<file path="src/rtl/booth_mult.sv">
// booth_mult: sequential radix-2 Booth multiplier, 32x32 signed -> 64-bit product.
// One Booth step per clock. Start is accepted in IDLE. The result appears
// 32 steps later, together with a one-cycle StopMult pulse.
// Optional feature: define MULT_OVERFLOW_FLAG_EN to add the MultO output. MultO
// is set when the product does not fit in 32-bit signed.
module booth_mult (
  input  logic        Clk,
  input  logic        Reset,
  input  logic        StartMult,
  input  logic [31:0] A,
  input  logic [31:0] B,
  output logic [31:0] Hi,
  output logic [31:0] Lo,
  output logic        StopMult,
  output logic        MultBusy
`ifdef MULT_OVERFLOW_FLAG_EN
  ,
  output logic        MultO
`endif
);

  typedef enum logic [1:0] {
    IDLE = 2'd0,
    RUN  = 2'd1,
    DONE = 2'd2
  } multState_e;

  multState_e  state;
  logic [32:0] multiplicand;  // M, A sign-extended to 33 bits
  logic [32:0] acc;           // 33-bit accumulator, so -(-2^31) cannot overflow
  logic [31:0] q;             // multiplier, shifts out as the low product word
  logic        qPrev;         // Q-1 bit
  logic [4:0]  stepCount;     // steps already completed in RUN

  logic [32:0] addSum;
  logic [32:0] nextAcc;
  logic [31:0] nextQ;

  // One Booth step: conditional add/subtract of M, then arithmetic shift of {acc,Q,Q-1}
  always_comb begin
    // NOTE: each output gets its default before the case. Every path then assigns it, so no latch is inferred.
    addSum = acc;
    unique case ({q[0], qPrev})
      2'b01:   addSum = acc + multiplicand;
      2'b10:   addSum = acc - multiplicand;
      default: addSum = acc;
    endcase
    nextAcc = {addSum[32], addSum[32:1]};
    nextQ   = {addSum[0], q[31:1]};
  end

`ifdef MULT_OVERFLOW_FLAG_EN
  logic nextOvf;

  // The product overflows 32 bits when the high word is not pure sign extension of the low word
  always_comb begin
    nextOvf = (nextAcc[31:0] != {32{nextQ[31]}});
  end
`endif

  // Control FSM and datapath registers, with registered status and result outputs
  always_ff @(posedge Clk or posedge Reset) begin
    if (Reset) begin
      state        <= IDLE;
      multiplicand <= '0;
      acc          <= '0;
      q            <= '0;
      qPrev        <= 1'b0;
      stepCount    <= '0;
      Hi           <= '0;
      Lo           <= '0;
      StopMult     <= 1'b0;
      MultBusy     <= 1'b0;
`ifdef MULT_OVERFLOW_FLAG_EN
      MultO        <= 1'b0;
`endif
    end else begin
      // NOTE: registers use non-blocking assignments. Every right-hand side then reads the pre-edge value.
      unique case (state)
        IDLE: begin
          if (StartMult) begin
            multiplicand <= {A[31], A};
            q            <= B;
            qPrev        <= 1'b0;
            acc          <= '0;
            stepCount    <= '0;
            MultBusy     <= 1'b1;
            state        <= RUN;
          end
        end
        RUN: begin
          acc       <= nextAcc;
          q         <= nextQ;
          qPrev     <= q[0];
          stepCount <= stepCount + 5'd1;
          if (stepCount == 5'd31) begin
            Hi       <= nextAcc[31:0];
            Lo       <= nextQ;
            StopMult <= 1'b1;
`ifdef MULT_OVERFLOW_FLAG_EN
            MultO    <= nextOvf;
`endif
            state    <= DONE;
          end
        end
        DONE: begin
          StopMult <= 1'b0;
          MultBusy <= 1'b0;
          state    <= IDLE;
        end
        default: state <= IDLE;
      endcase
    end
  end

endmodule

</file>
<file path="config.mk">
export PLATFORM = sky130hd
export DESIGN_NAME = booth_mult
export DESIGN_NICKNAME = d
export VERILOG_FILES = /design/src/rtl/booth_mult.sv
export SDC_FILE = /design/constraint.sdc
export NUM_CORES = 1
export LEC_CHECK = 0
export ABC_AREA = 0
export ABC_CLOCK_PERIOD_IN_PS = 10700
export CAP_MARGIN = 10
export CORE_ASPECT_RATIO = 1.25
export CORE_MARGIN = 2
export CORE_UTILIZATION = 50
export DETAILED_ROUTE_END_ITERATION = 12
export GPL_TIMING_DRIVEN = 0
export PLACE_DENSITY = 0.81
export SYNTH_ARGS = -nofsm -noshare
export SYNTH_HDL_FRONTEND = slang
export SYNTH_SLANG_ARGS = --single-unit
</file>
<file path="constraint.sdc">
create_clock -name Clk -period 10.7 [get_ports Clk]
set_input_delay 1.605 -clock Clk [delete_from_list [all_inputs] [get_ports Clk]]
set_output_delay 1.605 -clock Clk [all_outputs]
set_load 0.03 [all_outputs]
</file>
# After elaboration in Yosys (flattened, before gate mapping)
# Cells that the tools add are included.
op_classes:
  n_addsub: 3
  eq_ne: 7
  mux: 16
  reduce_logical: 10
op_table:
  columns: ["cell", "count"]
  rows:
  - ["$pmux W33 S2", 2]
  - ["$pmux W32 S2", 1]
  - ["$add A33 B33 Y33", 1]
  - ["$mux W33", 1]
  - ["$sub A33 B33 Y33", 1]
  - ["$mux W32", 1]
  - ["$reduce_and A2 Y1", 6]
  - ["$pmux W5 S2", 1]
  - ["$pmux W1 S2", 3]
  - ["$reduce_bool A2 Y1", 3]
  - ["$add A5 B1 Y5 const B", 1]
  - ["$eq A5 B5 Y1 const B", 1]
  - ["$mux W5", 1]
  - ["$eq A2 B1 Y1 const B", 2]
  - ["$eq A2 B2 Y1 const B", 2]
  - ["$mux W2", 2]
  - ["$ne A2 B2 Y1 const B", 2]
  - ["$pmux W2 S2", 1]
  - ["$mux W1", 3]
  - ["$logic_not A2 Y1", 1]
word_totals:
  ff_bits: 171
  input_bits: 67
  out_inout_bits: 66
  word_cells: 46

# Longest topological paths before layout
# Gate-level depths: netlist (run 1).
logic_depth:
  word_depth: 3
  ltp_mapped: 17
  ltp_nobuf: 16

# Worst setup path before layout (run 1)
# No wires, ideal clock.
synth_timing:
  path_type: "register to register"
  from: "register multiplicand[2]"
  to: "register Hi[29]"
  setup_ns: 0.083
  t_arrival_ns: 3.820
  required_time_ns: 10.617
  path_slack_ns: 6.798
  path_stages_with_launch: 18
  path_buffers: 1
  period_less_slack_ns: 3.902
  cell_sequence: "dfrtp_1 -> nor3_2 -> nor4b_2 -> and3_1 -> nand3b_1 -> or3_1 -> nor3_1 -> nor2_1 -> xnor2_1 -> ha_1 -> clkbuf_1 -> a21o_1 -> a2111oi_0 -> o21ai_0 -> a311oi_1 -> o32a_1 -> o21ai_0 -> o21ai_0"
synth_via:
  elab_chain_cells: 2
  elab_cells_between_ends: 3
  classes_between: "add/sub (2); mux (1)"
synth_rtl:
  columns: ["element", "line", "text"]
  rows:
  - ["from (decl)", "29", "logic [32:0] multiplicand;"]
  - ["from (signal assigned)", "82", "multiplicand <= {A[31], A};"]
  - ["$sub A33 B33 Y33 / $add A33 B33 Y33 (equally long branches)", "45, 44", null]
  - ["$pmux W33 S2 (*)", "43", "unique case ({q[0], qPrev})"]
  - ["to (signal assigned)", "97", "Hi <= nextAcc[31:0];"]
  - ["to (decl)", "12", "output logic [31:0] Hi,"]
# Mark *: on every way between the ends. The rest lies on a longest branch, timed or not.
# A chain may end at the register's enable or synchronous reset.

# Final worst setup path (run 1)
layout_timing:
  from: "register multiplicand[2]"
  to: "register acc[29]"
layout_via:
  elab_chain_cells: 3
  elab_cells_between_ends: 4
  classes_between: "add/sub (2); mux (2)"
layout_rtl:
  columns: ["element", "line", "text"]
  rows:
  - ["$sub A33 B33 Y33 / $add A33 B33 Y33 (equally long branches)", "45, 44", null]
  - ["$pmux W33 S2 (*)", "43", null]
  - ["$pmux W33 S2 (*)", "79", "unique case (state)"]
  - ["to (signal assigned)", "92", "acc <= nextAcc;"]
  - ["to (decl)", "30", "logic [32:0] acc;"]
# Marks and branches as above.

==> results of run 1 <==
==> stage by stage <==
stage	hold WS (ns)	utilization [%]	std cells
after floorplan	0.4494	-	1142
after global placement	0.4599	59.47	1506
after detailed placement	0.4625	59.66	1507
after CTS	0.4826	62.95	1539
after global routing	0.4964	62.95	1539
final	0.4784	62.95	1539
==> state kept, by name, indices dropped and copies added, names as in the netlist <==
signal        flops
qPrev             1
StopMult          1
q                32
stepCount         5
Hi               32
Lo               32
multiplicand     32
acc              32
state             2
MultBusy          1
==> tightest hold or removal path: stages, from the launching register on <==
cell and delay, ns:
sky130_fd_sc_hd__dfrtp_1 0.34, sky130_fd_sc_hd__nand2_1 0.05, sky130_fd_sc_hd__o21ai_0 0.06
==> layout by cell type, fill, tap and decap left out, drive strengths merged, types with 7 or more instances in the layout <==
cell,instances
a21o,17
a21oi,69
a31oi,14
and3,14
buf,9
clkbuf,76
clkdlybuf4s50,132
dfrtp,170
ha,36
inv,23
mux2i,18
nand2,254
nand3,41
nand4,10
nor2,127
nor2b,10
nor3,26
nor4,7
o211ai,10
o21ai,79
o22ai,32
or3,8
xnor2,41
xor2,11
==> layout make-up <==
cell class | count | area [µm²]
clock inverters | 14 | 187.7
repair buffers | 133 | 1349
fillers | 1645 | 6958
clock buffers | 18 | 429.2
flip-flops and latches | 170 | 4254
multi-input cells | 889 | 4990
plain buffers | 66 | 249.0
well taps | 232 | 290.3
inverters | 17 | 71.32
==> path summary, 6_finish.rpt <==
check	start	to	slack, ns	cells past startpoint
min in group asynchronous	Reset	q[11]$_DFFE_PP0P_	1.56	2
hold / removal	Hi[6]$_DFFE_PP0P_	Hi[6]$_DFFE_PP0P_	0.48	2
hold reg to reg	Hi[6]$_DFFE_PP0P_	Hi[6]$_DFFE_PP0P_	0.48	2
setup / recovery	multiplicand[2]$_DFFE_PP0P_	acc[29]$_DFFE_PP0P_	5.87	17
max in group asynchronous	Reset	acc[14]$_DFFE_PP0P_	8.17	3
setup reg to reg	multiplicand[2]$_DFFE_PP0P_	acc[29]$_DFFE_PP0P_	5.87	17
==> kinds of logic after synthesis <==
group           synth area share, %
buf+inv                       3.273
simple gates                  23.96
mux                           2.239
xor+xnor                      4.766
fa+ha+maj                     4.923
compound gates                16.33
flops                         44.51
==> metal layers <==
| metal | global-route usage (%) | vias to the layer above | wire (µm) |
|---|---|---|---|
| met5 | 0 | - | 0 |
| met4 | 11.20 | 0 | 874 |
| met3 | 4.973 | 61 | 1464 |
| met2 | 48.84 | 304 | 14000 |
| met1 | 36.08 | 4280 | 11670 |
| li1 | - | 4255 | - |
==> impl_results.html, run 1 <==
<table>
<tr><th>Metric</th><th>Value</th></tr>
<tr><th colspan="2">Placed design</th></tr>
<tr><td>Sum of net half-perimeters after detailed placement</td><td>20,840 µm</td></tr>
<tr><td>Pre-CTS WS</td><td>5.937 ns</td></tr>
<tr><td>Instance area at placement</td><td>11,200 µm²</td></tr>
<tr><td>Routability Congestion</td><td>0.9273</td></tr>
<tr><td>Number of input and output port buffers inserted</td><td>132</td></tr>
<tr><th colspan="2">Clock network</th></tr>
<tr><td>Gates resized, CTS repair</td><td>0</td></tr>
<tr><td>Number of buffers created by CTS</td><td>17</td></tr>
<tr><td># Post-CTS Setup Buffers</td><td>0</td></tr>
<tr><td>Maximum root-to-sink buffer count</td><td>2</td></tr>
<tr><td>Clock latency of the later-clocked register in the worst-skew pair</td><td>0.43 ns</td></tr>
<tr><td>Clk root buf</td><td>sky130_fd_sc_hd__clkbuf_16</td></tr>
<tr><td>H-tree depth</td><td>4</td></tr>
<tr><td>Post-CTS clock slew at the launch and capture registers of the worst setup and hold paths</td><td>0.07 ns</td></tr>
<tr><td>Number of sinks handled by clock tree synthesis</td><td>170</td></tr>
<tr><td>CTS tree</td><td>yes</td></tr>
<tr><td>Post-CTS Hold Fix Bufs</td><td>0</td></tr>
<tr><th colspan="2">GRT</th></tr>
<tr><td>Global-route wire length before repair</td><td>45,210 µm</td></tr>
<tr><td>Number of antenna violations at the first check in global routing</td><td>0</td></tr>
<tr><td>Pin count of the biggest net entering global routing</td><td>133</td></tr>
<tr><td>Vias in the first global route</td><td>8,853</td></tr>
<tr><td>GR Util All Layers</td><td>28.52%</td></tr>
<tr><td>Total gr overflow</td><td>0</td></tr>
<tr><th colspan="2">Yosys</th></tr>
<tr><td>Post-synthesis async set-or-reset flop share</td><td>100.0%</td></tr>
<tr><td>Biggest area consumer among synthesized cells</td><td>sky130_fd_sc_hd__dfrtp_1</td></tr>
<tr><td>Main area contributors after synthesis</td><td>sky130_fd_sc_hd__dfrtp_1 45%, sky130_fd_sc_hd__nand2_1 10%, sky130_fd_sc_hd__nor2_1 5.0%</td></tr>
<tr><td>Number of standard cells after synthesis</td><td>1,142</td></tr>
<tr><td>Synth cell count leaders</td><td>254 x sky130_fd_sc_hd__nand2_1, 170 x sky130_fd_sc_hd__dfrtp_1, 127 x sky130_fd_sc_hd__nor2_1</td></tr>
<tr><td>Syn_area_per_cell</td><td>8.368 µm²</td></tr>
<tr><td>Synth unique cells</td><td>60</td></tr>
<tr><td>Count of warnings emitted by yosys</td><td>0</td></tr>
<tr><td>Netlist area before placement</td><td>9557 µm²</td></tr>
<tr><td>Share of the yosys chip area belonging to registers</td><td>44.51%</td></tr>
<tr><td>Share of the synthesized area in the top cell type</td><td>44.51%</td></tr>
<tr><td>EDFF count, synth</td><td>0</td></tr>
<tr><td>Synthesized net count</td><td>1,246</td></tr>
<tr><td>Dominant cell by count in the synthesized netlist</td><td>sky130_fd_sc_hd__nand2_1</td></tr>
<tr><td>FF+latch count, synth</td><td>170</td></tr>
<tr><td>Primary FF master, synth</td><td>sky130_fd_sc_hd__dfrtp_1</td></tr>
<tr><th colspan="2">Worst setup path</th></tr>
<tr><td>Category of the worst setup path launch point</td><td>flip-flop</td></tr>
<tr><td>Endpoint class of the critical path</td><td>flip-flop</td></tr>
<tr><td>Biggest cell delay along the critical path</td><td>0.44 ns</td></tr>
<tr><td>List of cells traversed by the critical path</td><td>nor3_2 &gt; nor4b_2 &gt; and3_1 &gt; nand3b_1 &gt; or3_1 &gt; nor3_1 &gt; nor2_1 &gt; xnor2_1 &gt; ha_1 &gt; clkbuf_1 &gt; a21o_1 &gt; a2111oi_0 &gt; o21ai_0 &gt; a311oi_1 &gt; o32a_1 &gt; o21ai_0 &gt; o21ai_0</td></tr>
<tr><td>Category of the critical setup timing path</td><td>flip-flop to flip-flop</td></tr>
<tr><td>Slowest cell on the critical path</td><td>sky130_fd_sc_hd__dfrtp_1</td></tr>
<tr><td>Arrival time of the worst setup path</td><td>5.16 ns</td></tr>
<tr><td>Number of buffers and inverters on the critical path</td><td>1</td></tr>
<tr><td>Required time at the endpoint of the critical path</td><td>11.04 ns</td></tr>
<tr><td>Crit-path leading delay family</td><td>simple AND/OR/NAND/NOR gates</td></tr>
<tr><td>Cell mode on critical path</td><td>sky130_fd_sc_hd__o21ai_0</td></tr>
<tr><td>Worst Path Max Fanout</td><td>8</td></tr>
<tr><th colspan="2">Floorplan</th></tr>
<tr><td>Initial Utilization</td><td>50.89%</td></tr>
<tr><td>Num rows</td><td>56</td></tr>
<tr><td>Die boundary height</td><td>158.6 µm</td></tr>
<tr><td>Die Footprint</td><td>20,240 µm²</td></tr>
<tr><td>Top-Level Pins</td><td>133</td></tr>
<tr><td>Std-Cell Core Area</td><td>18,780 µm²</td></tr>
<tr><td>Die Width</td><td>127.7 µm</td></tr>
<tr><th colspan="2">STA</th></tr>
<tr><td>Part of the cycle the worst path needs</td><td>45.11%</td></tr>
<tr><td>Unrepaired setup endpoints after global routing</td><td>false</td></tr>
<tr><td>Min setup slack post-route</td><td>5.873 ns</td></tr>
<tr><td>Setup TNS Final</td><td>0 ns</td></tr>
<tr><td>Post-layout minimum cycle time</td><td>4.827 ns</td></tr>
<tr><td>Worst relative slew slack</td><td>42.40%</td></tr>
<tr><td>Clock skew</td><td>0.01326 ns</td></tr>
<tr><td>Final Max Slew Viols</td><td>0</td></tr>
<tr><td>Worst-margin pin slew</td><td>0.8641 ns</td></tr>
<tr><td>Highest clock frequency the design can meet</td><td>207.2 MHz</td></tr>
<tr><td>Final Hold Fails</td><td>0</td></tr>
<tr><td>Setup Viol. Count Final</td><td>0</td></tr>
<tr><th colspan="2">Detailed routing</th></tr>
<tr><td>Vias per inst</td><td>5.783</td></tr>
<tr><td>Number of optimization iterations in the first detailed-route pass</td><td>7</td></tr>
<tr><td>Iteration-0 DRC count of the detailed router</td><td>724</td></tr>
<tr><td>Number of vias after detailed routing</td><td>8,900</td></tr>
<tr><td>DR DRC count</td><td>0</td></tr>
<tr><td>Number of routed nets with antenna violations</td><td>0</td></tr>
<tr><td>Average wire length per cell after detail routing</td><td>18.20 µm</td></tr>
<tr><td>DRT Wirelength</td><td>28,000 µm</td></tr>
<tr><th colspan="2">Run</th></tr>
<tr><td>Count of maximum capacitance violations</td><td>0</td></tr>
<tr><th colspan="2">Cells and area</th></tr>
<tr><td>Final net count</td><td>1,398</td></tr>
<tr><td>Signed area change from the synthesized netlist to the final layout</td><td>23.68%</td></tr>
<tr><td>Total non-filler cell area in the finished layout</td><td>11,820 µm²</td></tr>
<tr><td>Total inserted antenna cells</td><td>0</td></tr>
<tr><td>Share of post-route cells with drive strength above 1</td><td>3.520%</td></tr>
<tr><th colspan="2">Min path</th></tr>
<tr><td>Worst hold path class</td><td>flip-flop to flip-flop</td></tr>
<tr><th colspan="2">Outcome</th></tr>
<tr><td>Outcome</td><td>complete, no violations</td></tr>
</table>
Power of run 1 is left out: the tool's default activity adds up to more than one toggle a clock period on the data nets, which glitch-free logic cannot reach.
==> run 2, diff against run 1 <==
ABC_CLOCK_PERIOD_IN_PS = 4500   (was 10700)
clock period = 4.5 ns   (was 10.7 ns; I/O delays follow)
==> run 2 against run 1 <==
  * Routed wire length is 1.2% lower
  * Setup slack worse by 5.7 ns
  * Cell area rose by 1.2%
  * Final cell count up 0.39%
  * Register-to-register slack got worse by 5.7 ns
  * Non-clock buffer count rose by 6
  * Critical path type unchanged
  * Critical endpoint is now Hi[31]$_DFFE_PP0P_
  * Utilization grew 0.77 points
  * Sequential share of layout area fell by 0.44 points
==> impl_results.html, run 2 (synthesized netlist as in run 1, its figures left out) <==
<table>
<tr><th>Metric</th><th>Value</th></tr>
<tr><th colspan="2">Worst setup path</th></tr>
<tr><td>Worst Path Max Fanout</td><td>6</td></tr>
<tr><td>Biggest cell delay along the critical path</td><td>0.45 ns</td></tr>
<tr><td>Endpoint class of the critical path</td><td>flip-flop</td></tr>
<tr><td>Cell mode on critical path</td><td>sky130_fd_sc_hd__nor2_1</td></tr>
<tr><td>List of cells traversed by the critical path</td><td>nor3_4 &gt; nor4b_4 &gt; and3_4 &gt; nand3b_1 &gt; nor2_1 &gt; nor2_1 &gt; xnor2_1 &gt; ha_1 &gt; a21o_1 &gt; and3_1 &gt; a41o_1 &gt; nor4b_2 &gt; a211oi_2 &gt; o41ai_1 &gt; and4b_1 &gt; a221o_1</td></tr>
<tr><td>Slowest cell on the critical path</td><td>sky130_fd_sc_hd__dfrtp_1</td></tr>
<tr><td>Category of the critical setup timing path</td><td>flip-flop to flip-flop</td></tr>
<tr><td>Required time at the endpoint of the critical path</td><td>4.82 ns</td></tr>
<tr><td>Category of the worst setup path launch point</td><td>flip-flop</td></tr>
<tr><td>Arrival time of the worst setup path</td><td>4.65 ns</td></tr>
<tr><th colspan="2">Clock network</th></tr>
<tr><td>H-tree depth</td><td>4</td></tr>
<tr><td>Clk root buf</td><td>sky130_fd_sc_hd__clkbuf_16</td></tr>
<tr><td>Maximum root-to-sink buffer count</td><td>2</td></tr>
<tr><td>CTS tree</td><td>yes</td></tr>
<tr><td>Post-CTS clock slew at the launch and capture registers of the worst setup and hold paths</td><td>0.08 ns</td></tr>
<tr><td>Number of buffers created by CTS</td><td>17</td></tr>
<tr><td>Number of sinks handled by clock tree synthesis</td><td>170</td></tr>
<tr><td>Post-CTS Hold Fix Bufs</td><td>0</td></tr>
<tr><td>Clock latency of the later-clocked register in the worst-skew pair</td><td>0.45 ns</td></tr>
<tr><th colspan="2">GRT</th></tr>
<tr><td>Global-route wire length before repair</td><td>44,150 µm</td></tr>
<tr><td>Vias in the first global route</td><td>8,827</td></tr>
<tr><td>Total gr overflow</td><td>0</td></tr>
<tr><td>Pin count of the biggest net entering global routing</td><td>44</td></tr>
<tr><td>Number of antenna violations at the first check in global routing</td><td>0</td></tr>
<tr><td>GR Util All Layers</td><td>27.96%</td></tr>
<tr><th colspan="2">Floorplan</th></tr>
<tr><td>Initial Utilization</td><td>50.89%</td></tr>
<tr><td>Die boundary height</td><td>158.6 µm</td></tr>
<tr><td>Num rows</td><td>56</td></tr>
<tr><td>Std-Cell Core Area</td><td>18,780 µm²</td></tr>
<tr><td>Die Footprint</td><td>20,240 µm²</td></tr>
<tr><td>Top-Level Pins</td><td>133</td></tr>
<tr><td>Die Width</td><td>127.7 µm</td></tr>
<tr><th colspan="2">STA</th></tr>
<tr><td>Worst relative slew slack</td><td>40.87%</td></tr>
<tr><td>Post-Route Hold Slack</td><td>0.4760 ns</td></tr>
<tr><td>Post-layout minimum cycle time</td><td>4.326 ns</td></tr>
<tr><td>Highest clock frequency the design can meet</td><td>231.1 MHz</td></tr>
<tr><td>Final Hold Fails</td><td>0</td></tr>
<tr><td>Setup TNS Final</td><td>0 ns</td></tr>
<tr><td>Setup Viol. Count Final</td><td>0</td></tr>
<tr><td>Worst-margin pin slew</td><td>0.8870 ns</td></tr>
<tr><td>Min setup slack post-route</td><td>0.1737 ns</td></tr>
<tr><td>Final Max Slew Viols</td><td>0</td></tr>
<tr><td>Part of the cycle the worst path needs</td><td>96.14%</td></tr>
<tr><td>Clock skew</td><td>0.01285 ns</td></tr>
<tr><th colspan="2">Detailed routing</th></tr>
<tr><td>Number of vias after detailed routing</td><td>8,948</td></tr>
<tr><td>Average wire length per cell after detail routing</td><td>17.91 µm</td></tr>
<tr><td>Vias per inst</td><td>5.792</td></tr>
<tr><td>Iteration-0 DRC count of the detailed router</td><td>590</td></tr>
<tr><td>DRT Wirelength</td><td>27,670 µm</td></tr>
<tr><td>Number of routed nets with antenna violations</td><td>0</td></tr>
<tr><td>DR DRC count</td><td>0</td></tr>
<tr><td>Number of optimization iterations in the first detailed-route pass</td><td>5</td></tr>
<tr><th colspan="2">Cells and area</th></tr>
<tr><td>Total inserted antenna cells</td><td>0</td></tr>
<tr><td>Signed area change from the synthesized netlist to the final layout</td><td>25.20%</td></tr>
<tr><td>Most common cell after layout, fill and taps aside</td><td>sky130_fd_sc_hd__nand2_1</td></tr>
<tr><td>Final Core Density</td><td>63.72%</td></tr>
<tr><td>Final net count</td><td>1,404</td></tr>
<tr><td>Most used cells in the layout excluding fill and tap cells</td><td>254 x sky130_fd_sc_hd__nand2_1, 170 x sky130_fd_sc_hd__dfrtp_1, 132 x sky130_fd_sc_hd__clkdlybuf4s50_1</td></tr>
<tr><td>Share of post-route cells with drive strength above 1</td><td>5.103%</td></tr>
<tr><th colspan="2">Outcome</th></tr>
<tr><td>Outcome</td><td>complete, no violations</td></tr>
<tr><th colspan="2">Run</th></tr>
<tr><td>Count of maximum capacitance violations</td><td>0</td></tr>
<tr><th colspan="2">Placed design</th></tr>
<tr><td>Routability Congestion</td><td>0.9474</td></tr>
<tr><td>Pre-CTS WS</td><td>-0.1439 ns</td></tr>
<tr><td>Number of input and output port buffers inserted</td><td>132</td></tr>
<tr><td>Sum of net half-perimeters after detailed placement</td><td>20,920 µm</td></tr>
<tr><th colspan="2">Min path</th></tr>
<tr><td>Worst hold path class</td><td>flip-flop to flip-flop</td></tr>
</table>
## run 2: timing repair
item / 4_1_cts / 5_1_grt
gates resized for setup: 4 / 20
setup buffers: 0 / 3
pin swaps: 0 / 2
setup endpoints to repair: 9 / 13
## run 2: metal layers
metal | wire (µm) | global-route usage, % | part of all wire (%)
met5 | 0 | 0 | 0
met4 | 1139 | 13.34 | 4.1
met3 | 1706 | 5.444 | 6.2
met2 | 13500 | 47.59 | 49
met1 | 11320 | 34.26 | 41
## run 2: critical path, delay by kind of cell, from the launching register on
family / cells / cell delay [ns]
and+or+nand+nor: 9 / 1.90
AOI/OAI and AO/OA: 5 / 1.24
DFF: 1 / 0.45
adders and majority gates: 1 / 0.36
xor gates and xnor gates: 1 / 0.27
## run 2: metrics by stage
step / area [µm²] / std cells
after CTS: 11870 / 1542
final: 11970 / 1545
after global placement: 11170 / 1506
after floorplan: 9560 / 1142
after global routing: 11970 / 1545
after detailed placement: 11250 / 1510
## run 2: final cells by class
cell class | count | area, µm²
Buffer | 66 | 252.7
Clock buffer | 17 | 425.4
Clock inverter | 15 | 170.2
Fill cell | 1591 | 6813
Inverter | 17 | 67.56
Multi-Input combinational cell | 889 | 5081
Sequential cell | 170 | 4254
Tap cell | 232 | 290.3
Timing Repair Buffer | 139 | 1424
## run 2: final timing paths
path                                                  start             endpoint  slack [ns]  cells after the start
min in group asynchronous                             Reset   Lo[23]$_DFFE_PP0P_        0.61                      2
worst min register to register           Lo[25]$_DFFE_PP0P_   Lo[25]$_DFFE_PP0P_        0.48                      2
worst min-delay path                     Lo[25]$_DFFE_PP0P_   Lo[25]$_DFFE_PP0P_        0.48                      2
worst max register to register  multiplicand[3]$_DFFE_PP0P_   Hi[31]$_DFFE_PP0P_        0.17                     16
max in group asynchronous                             Reset  acc[30]$_DFFE_PP0P_        3.05                      4
worst max-delay path            multiplicand[3]$_DFFE_PP0P_   Hi[31]$_DFFE_PP0P_        0.17                     16
Power of run 2 is left out for the same reason.
